<file path="src/rtl/ram_arbiter.sv">
// rtl/ram_arbiter.sv - CPU/debug arbiter for a single-port 128x8 RAM with CPU bus lock.
// Optional debug starvation guard enabled by defining RAM_ARB_STARVE_GUARD_EN.
module ram_arbiter #(
  parameter int unsigned STARVE_LIMIT = 4
) (
  input  logic       clk,
  input  logic       reset_n,
  input  logic       cpu_req,
  input  logic       cpu_we,
  input  logic       cpu_lock,
  input  logic [6:0] cpu_addr,
  input  logic [7:0] cpu_wdata,
  output logic       cpu_gnt,
  output logic       cpu_rvalid,
  output logic [7:0] cpu_rdata,
  input  logic       dbg_req,
  input  logic       dbg_we,
  input  logic [6:0] dbg_addr,
  input  logic [7:0] dbg_wdata,
  output logic       dbg_gnt,
  output logic       dbg_rvalid,
  output logic [7:0] dbg_rdata,
  output logic       ram_en,
  output logic [6:0] ram_addr,
  output logic [7:0] ram_data,
  input  logic [7:0] ram_q
);

  typedef enum logic {IDLE, LOCKED} state_t;

  state_t state_q, state_d;
  logic   cpu_rvalid_q, cpu_rvalid_d;
  logic   dbg_rvalid_q, dbg_rvalid_d;
  logic   starve;

`ifdef RAM_ARB_STARVE_GUARD_EN
  localparam logic [2:0] LIMIT = 3'(STARVE_LIMIT);
  logic [2:0] wait_cnt_q, wait_cnt_d;

  assign starve = dbg_req && (wait_cnt_q >= LIMIT);

  always_comb begin
    wait_cnt_d = wait_cnt_q;
    if (dbg_gnt || !dbg_req) begin
      wait_cnt_d = 3'd0;
    end else if (wait_cnt_q != 3'd7) begin
      wait_cnt_d = wait_cnt_q + 3'd1;
    end
  end

  always_ff @(posedge clk or negedge reset_n) begin
    if (!reset_n) begin
      wait_cnt_q <= 3'd0;
    end else begin
      wait_cnt_q <= wait_cnt_d;
    end
  end
`else
  logic [2:0] unused_limit;
  assign unused_limit = 3'(STARVE_LIMIT);
  assign starve       = 1'b0;
`endif

  // Grants are masked while reset is low so the RAM port stays quiet during reset.
  always_comb begin
    state_d = state_q;
    cpu_gnt = 1'b0;
    dbg_gnt = 1'b0;
    if (reset_n) begin
      case (state_q)
        IDLE: begin
          if (starve) begin
            dbg_gnt = 1'b1;
          end else if (cpu_req) begin
            cpu_gnt = 1'b1;
          end else begin
            dbg_gnt = dbg_req;
          end
          if (cpu_gnt && cpu_lock) begin
            state_d = LOCKED;
          end
        end
        LOCKED: begin
          cpu_gnt = cpu_req;
          if (!cpu_req || !cpu_lock) begin
            state_d = IDLE;
          end
        end
        default: state_d = IDLE;
      endcase
    end
  end

  always_comb begin
    ram_en   = 1'b0;
    ram_addr = 7'd0;
    ram_data = 8'd0;
    if (cpu_gnt) begin
      ram_en   = cpu_we;
      ram_addr = cpu_addr;
      ram_data = cpu_wdata;
    end else if (dbg_gnt) begin
      ram_en   = dbg_we;
      ram_addr = dbg_addr;
      ram_data = dbg_wdata;
    end
  end

  assign cpu_rvalid_d = cpu_gnt && !cpu_we;
  assign dbg_rvalid_d = dbg_gnt && !dbg_we;

  always_ff @(posedge clk or negedge reset_n) begin
    if (!reset_n) begin
      state_q      <= IDLE;
      cpu_rvalid_q <= 1'b0;
      dbg_rvalid_q <= 1'b0;
    end else begin
      state_q      <= state_d;
      cpu_rvalid_q <= cpu_rvalid_d;
      dbg_rvalid_q <= dbg_rvalid_d;
    end
  end

  assign cpu_rvalid = cpu_rvalid_q;
  assign dbg_rvalid = dbg_rvalid_q;
  assign cpu_rdata  = cpu_rvalid_q ? ram_q : 8'd0;
  assign dbg_rdata  = dbg_rvalid_q ? ram_q : 8'd0;

endmodule

</file>
<file path="config.mk">
export PLATFORM = sky130hd
export DESIGN_NAME = ram_arbiter
export DESIGN_NICKNAME = d
export VERILOG_FILES = /design/src/rtl/ram_arbiter.sv
export SDC_FILE = /design/constraint.sdc
export NUM_CORES = 1
export LEC_CHECK = 0
export ABC_AREA = 1
export CAP_MARGIN = 20
export CORE_MARGIN = 3
export CORE_UTILIZATION = 22
export DETAILED_ROUTE_END_ITERATION = 8
export PLACE_DENSITY = 0.9
export SLEW_MARGIN = 25
export SYNTH_ARGS = -nofsm -noshare
export SYNTH_HDL_FRONTEND = slang
export SYNTH_SLANG_ARGS = --single-unit
</file>
<file path="constraint.sdc">
create_clock -name clk -period 1.1 [get_ports clk]
set_input_delay 0.22 -clock clk [delete_from_list [all_inputs] [get_ports clk]]
set_output_delay 0.22 -clock clk [all_outputs]
set_load 0.05 [all_outputs]
</file>
==> results.json, run 1 <==
{
  "row_count": 16,
  "postSynthAreaPerCell_um2": 4.99,
  "start_util": 0.242,
  "ys_types": 13,
  "synth_nets": 145,
  "stop_error": "[ERROR DPL-0038] Utilization greater than 100%, impossible to legalize",
  "synthesis.area_um2": 499,
  "place_congestion": 0.770,
  "lastStage": "detailed placement",
  "fp.dieW_um": 53.6,
  "status": "did not finish",
  "pin_count": 81,
  "yosysWarnings": 0,
  "postSynthCellCount": 100,
  "io_buffers": 80,
  "fp.dieH_um": 53.6,
  "synth_seq_area_share": 0.150,
  "ys_seq_elements": 3
}
## Yosys cell counts
cell	count	area (um2)
dfrtp_1	3	75.1
nor2_4	1	11.3
buf_6	2	22.5
inv_4	1	6.26
nor2_1	2	7.51
o21ai_0	1	5.00
nand2_2	1	6.26
inv_1	18	67.6
clkbuf_1	2	7.51
nand2_1	51	191
nand3_1	16	80.1
inv_2	1	3.75
buf_8	1	15.0
## metrics by stage
stage             setup WS, ns  TNS [ns]  instances
floorplan               -0.134     -3.06        100
global placement        -0.497    -11.54        212
## cell families after synthesis
| logic type | synth area share |
|---|---|
| compound gates | 0.0100 |
| buf+inv | 0.246 |
| flops | 0.150 |
| simple gates | 0.594 |
==> inputs of run 2 (changes only) <==
- CORE_AREA: default -> 3 3 64 66
- CORE_MARGIN: 3 -> default
- CORE_UTILIZATION: 22 -> default
- DIE_AREA: default -> 0 0 67 69
- PLACE_DENSITY: 0.9 -> default
- PLACE_DENSITY_LB_ADDON: default -> 0.15
==> run 2 against run 1 <==
Against the previous run: the flow now finishes, with violations (setup timing); synthesized cell count unchanged; area after synthesis unchanged.
==> results.json, run 2 <==
{
  "clkTransAtPathRegs_ns": 0.03,
  "yosysMostFrequentCell": "nand2_1",
  "synth_area_leaders": "nand2_1, nand3_1, dfrtp_1",
  "firstDrtPassIters": 2,
  "startpoint_type": "register",
  "setup_ws_ns": -0.439,
  "ys_types": 13,
  "drc_errors": 0,
  "ant_nets": 0,
  "crit_chain": "nor2_4, clkbuf_16, nand3_2, nand2_2, buf_12",
  "clock.fmax_mhz": 650,
  "clock_latency_ns": 0.22,
  "hold_viol": 0,
  "vias": 1012,
  "synth_ff_type": "dfrtp_1",
  "ys_seq_elements": 3,
  "skew_ns": 0.00175,
  "synth_top_family_by_area": "simple AND/OR/NAND/NOR gates",
  "antenna_found_initial": 0,
  "row_count": 22,
  "synth_mux_area_frac": 0,
  "io_buffers": 80,
  "wl_per_cell_um": 14.9,
  "fp.dieArea_um2": 4620,
  "crit_type": "reg2out",
  "period_share": 1.40,
  "grt_pass1_wl_um": 5550,
  "postSynthCellCount": 100,
  "finalMaxSlewViolations": 0,
  "critPathSlowestCell": "dfrtp_1",
  "power_leakage_uw": 0.00103,
  "place_congestion": 0.769,
  "synthesis.area_um2": 499,
  "fp.dieW_um": 67,
  "critPathCaptureType": "output port",
  "synth_compound_area_frac": 0.0100,
  "synth_seq_area_share": 0.150,
  "power.density_nw_per_um2": 564,
  "fin_crit_ns": 1.54,
  "fp.dieH_um": 69,
  "synth_enable_flop_cells": 0,
  "wl_um": 3640,
  "synth-xor-area-share": 0,
  "cpPeakStageDelay_ns": 0.40,
  "cts_tree": "yes",
  "rsz0062_at_grt": "true",
  "setup_violations": 35,
  "crit_fanout": 8,
  "timing.setup.tns_ns": -10.65,
  "yosys.area_share.adder": 0,
  "yosysWarnings": 0,
  "irDropWorstVdd_v": 0.000715,
  "viasPerCell": 4.15,
  "htree_levels": 1,
  "final_common_cell": "buf_12",
  "hpwlAfterDp_um": 2550,
  "max-clock-path-buffers": 2,
  "layout_common_cells": "buf_12, clkdlybuf4s50_1, nand2_4",
  "antenna_cells": 0,
  "synth_common_cells": "nand2_1, inv_1, nand3_1, dfrtp_1",
  "postSynthAreaPerCell_um2": 4.99,
  "violations": "setup timing",
  "grt_max_degree": 10,
  "dp_slack_ns": -0.537,
  "drv_cap": 0,
  "worst_pin_slew_ns": 0.215,
  "track_usage": 0.158,
  "relSlewSlack": 0.857,
  "clock_sinks": 3,
  "synth_top_area_share": 0.383,
  "synth_nets": 145,
  "overflow": 0,
  "start_util": 0.137,
  "pin_count": 81,
  "async_reset_ff_frac": 1.00,
  "cts_inserted_buffers": 3,
  "drive_gt1_frac": 0.679,
  "fp.coreArea_um2": 3630,
  "critPathRequiredTime_ns": 0.88,
  "path_buf_inv": 2,
  "root_buffer": "clkbuf_8",
  "layout.nets": 242,
  "hold_path.class": "in2reg",
  "grt_pass1_vias": 1091,
  "status": "finished with violations",
  "syn_to_final_growth_pct": 405,
  "synth-simple-area-share": 0.594,
  "synth_top_area_cell": "nand2_1",
  "cpLargestDelayFamily": "flip-flops",
  "dr.first_iter.drc_count": 24,
  "arrival_ns": 1.32
}
## run 2: cell counts after synthesis
No cell type changed its count.
## run 2: through the flow
| step | instances | power [uW] | hold slack [ns] | cell area (um2) | util |
|---|---|---|---|---|---|
| floorplan | 100 | 486 | -0.0756 | 836 | - |
| global placement | 229 | 939 | 0.556 | 2060 | 0.568 |
| detailed placement | 229 | 950 | 0.566 | 2060 | 0.568 |
| CTS | 243 | 1390 | 0.302 | 2400 | 0.662 |
| global route | 244 | 1490 | 0.293 | 2520 | 0.693 |
| finish | 244 | 1420 | 0.299 | 2520 | 0.693 |
## run 2: logic make-up after synthesis
kind of cell	count (synthesis)
flip-flops	3
AND/OR/NAND/NOR	71
AO/OA/AOI/OAI	1
buffers and inverters	25
## run 2: area by class of cell
class / instances / area (um2)
multi-input cells: 72 / 762
repair inverters: 2 / 13.8
fillers: 287 / 1110
well taps: 48 / 60.1
flip-flops and latches: 3 / 77.6
clock buffers: 4 / 45.0
repair buffers: 95 / 1410
inverters: 20 / 149
## run 2: layer usage
metal | up-vias | wire (um) | track usage
li1 | 491 | - | -
met1 | 477 | 1180 | 0.151
met2 | 40 | 2210 | 0.319
met3 | 4 | 218 | 0.0261
met4 | 0 | 38 | 0.0541
met5 | - | 0 | 0
## run 2: worst reg2reg max path, stage by stage (launching register included)
cell	delay, ns
dfrtp_1	0.40
nor2_4	0.18
buf_4	0.15
nand2_4	0.06
nor2_1	0.12
## run 2: power breakdown
group / switching, uW / internal, uW / total (uW)
registers: 6.65 / 117 / 124
clock network: 76.7 / 247 / 324
logic: 489 / 485 / 973
total: 572 / 849 / 1420
## run 2: final timing paths
path / startpoint / endpoint / slack, ns / cells after the start
worst max-delay path: state_q / ram_data[2] / -0.44 / 5
worst min-delay path: reset_n / cpu_rvalid / 0.30 / 3
worst max register to register: state_q / dbg_rvalid / 0.11 / 4
worst min register to register: state_q / state_q / 0.57 / 2
max in group asynchronous: reset_n / cpu_rvalid / 0.51 / 3
min in group asynchronous: reset_n / dbg_rvalid / 0.48 / 3
## run 2: repair_timing
item	CTS	global route
setup buffers	3	1
cloned	6	0
hold buffers	1	0
hold endpoints to repair	3	0
setup endpoints to repair	37	37
resized for setup	57	21
pin swaps	11	19
Power figures use the tool's default switching activity.
==> RTL change: new RTL, settings of run 2 <==
Register the output `dbg_rdata`, with the module's reset; this adds one clock of latency there. The other outputs are not delayed to match.
--- a/src/rtl/ram_arbiter.sv
+++ b/src/rtl/ram_arbiter.sv
@@ -126,3 +126,9 @@
   assign cpu_rdata  = cpu_rvalid_q ? ram_q : 8'd0;
-  assign dbg_rdata  = dbg_rvalid_q ? ram_q : 8'd0;
+  always_ff @(posedge clk or negedge reset_n) begin
+    if (!reset_n) begin
+      dbg_rdata <= '0;
+    end else begin
+      dbg_rdata <= dbg_rvalid_q ? ram_q : 8'd0;
+    end
+  end
 
Formal check against the unedited RTL: not equivalent (Yosys sat finds a counterexample within 4 cycles, from zero or initial values and one cycle with reset_n low).
==> RTL change against run 2 <==
Sequential cell count up 8; setup slack better by 0.034 ns; maximum frequency up 2.2%; wire length down 0.85%; power up 22%; utilization down 1.7 points; cell area down 2.4%; final cell count up 5.3%; count of clock-buffer cells in the layout unchanged; the flow still finishes with violations (setup timing); synthesized area up 40%.
==> RTL change: results (changes against run 2) <==
Worst EP arrival: 1.29 ns (-0.03 ns)
Reg2reg path depth: 6 (+2)
Proportion of layout cells with a drive suffix above 1: 52.6% (-15 points)
Wl on met1: 1.29 mm (+9.6%)
Inverter count: 21 (-4.5%)
Clk_lat worst skew: 0.24 ns (+0.02 ns)
Met1 GRT Util: 17.0% (+1.8 points)
Post-Syn Nets: 153 (+5.5%)
Top post-synthesis cells by area: dfrtp_1 (39%), nand2_1 (27%), nand3_1 (11%), inv_1 (9.7%), buf_6 (3.2%)
Iteration-0 DRC Markers: 20 (-17%)
Clk pin slew, worst setup/hold paths: 0.05 ns (+0.02 ns)
Num sequential: 11 (+8)
Syn avg cell area: 6.48 sq um (+30%)
Post-DP HPWL: 2.78 mm (+8.9%)
Worst Setup Slack post-DPL: -0.603 ns (-0.0662 ns)
DR vias/cell: 4.04 (-2.7%)
R2r setup slk: -0.02 ns (-0.13 ns)
Slowest stage delay, CP: 0.41 ns
Vias in the first global route: 1,131 (+3.7%)
Commonest cells in the netlist: nand2_1 (51), inv_1 (18), nand3_1 (16)
Non-clock buffers, area share: 56.9% (+0.84 points)
Synth Area in Adders: 0% (unchanged)
First-pass GRT wire length: 5.63 mm (+1.4%)
ClkCell Share: 1.83% (+0.045 points)
Final worst slack: -0.406 ns (+0.0335 ns)
Fill cell count: 282 (-1.7%)
Status: finished with violations
Hold Crit Class: in -> async
Lkg Pwr: 1.13 nW (+9.8%)
TritonRoute pass-1 iters: 4 (+2)
Seq pwr: 0.425 mW (+240%)
Sequential power share: 24.6% (+16 points)
Sequential Area: 277 sq um (+260%)
Violated checks: setup timing
# setup viols final: 27 (-23%)
Final Net Count: 255 (+5.4%)
Total GRT Usage: 16.2% (+0.34 points)
Tightest Pin Transition: 0.175 ns (-0.0402 ns)
Max VDD drop: 541 uV (-24%)
Number of synthesis warnings: 0 (unchanged)
Combinational fraction of design power: 51.5% (-17 points)
Non-Clock Buffer Count: 101 (+6.3%)
Worst hold slack: 0.189 ns (-0.110 ns)
Critical path fanouts, max: 16 (+8)
Clk_skew: 0.00155 ns (-0.000197 ns)
Fraction of area in multi-input gates: 22.7% (-7.5 points)
Met2 Wirelength: 2.06 mm (-6.7%)
Pin count of the biggest net entering global routing: 17 (+7)
Sw Share: 34.5% (-5.8 points)
Routed wl met3: 209 um (-4.1%)
Met2 usage: 31.0% (-0.87 points)
Synth Area in XOR/XNOR: 0% (unchanged)
Vias post-DR: 1,037 (+2.5%)
Compound-cell area share of the yosys netlist: 0.716% (-0.29 points)
Antenna diodes: 0 (unchanged)
Register area share after synthesis: 39.4% (+24 points)
DR WL/cell: 14.1 um (-5.9%)
RTL change: changes by cell type after synthesis, sizes merged:
cell   delta
dfrtp     +8
RTL change: through the flow:
step                area (sq um)  utilization [%]
floorplan                    970                -
finish                      2460             67.6
CTS                         2430             66.9
global route                2460             67.6
detailed placement          2270             62.4
global placement            2270             62.4
RTL change: repair_timing:
| action | in CTS | in global routing |
|---|---|---|
| setup buffers | 5 | 0 |
| hold buffers | 1 | 0 |
| resized for setup | 18 | 7 |
| pin swaps | 1 | 0 |
| gates cloned | 2 | 0 |
| endpoints found under the setup margin | 29 | 28 |
| endpoints found under the hold margin | 11 | 0 |
RTL change: worst max-delay path by stage:
stage / from / endpoint / cells after the start
finish: state_q / ram_data[3] / 5
global route: state_q / ram_data[3] / 5
CTS: state_q / ram_addr[3] / 5
detailed placement: reset_n / ram_addr[1] / 6
global placement: reset_n / ram_data[6] / 6
floorplan: cpu_rvalid / cpu_rdata[0] / 3
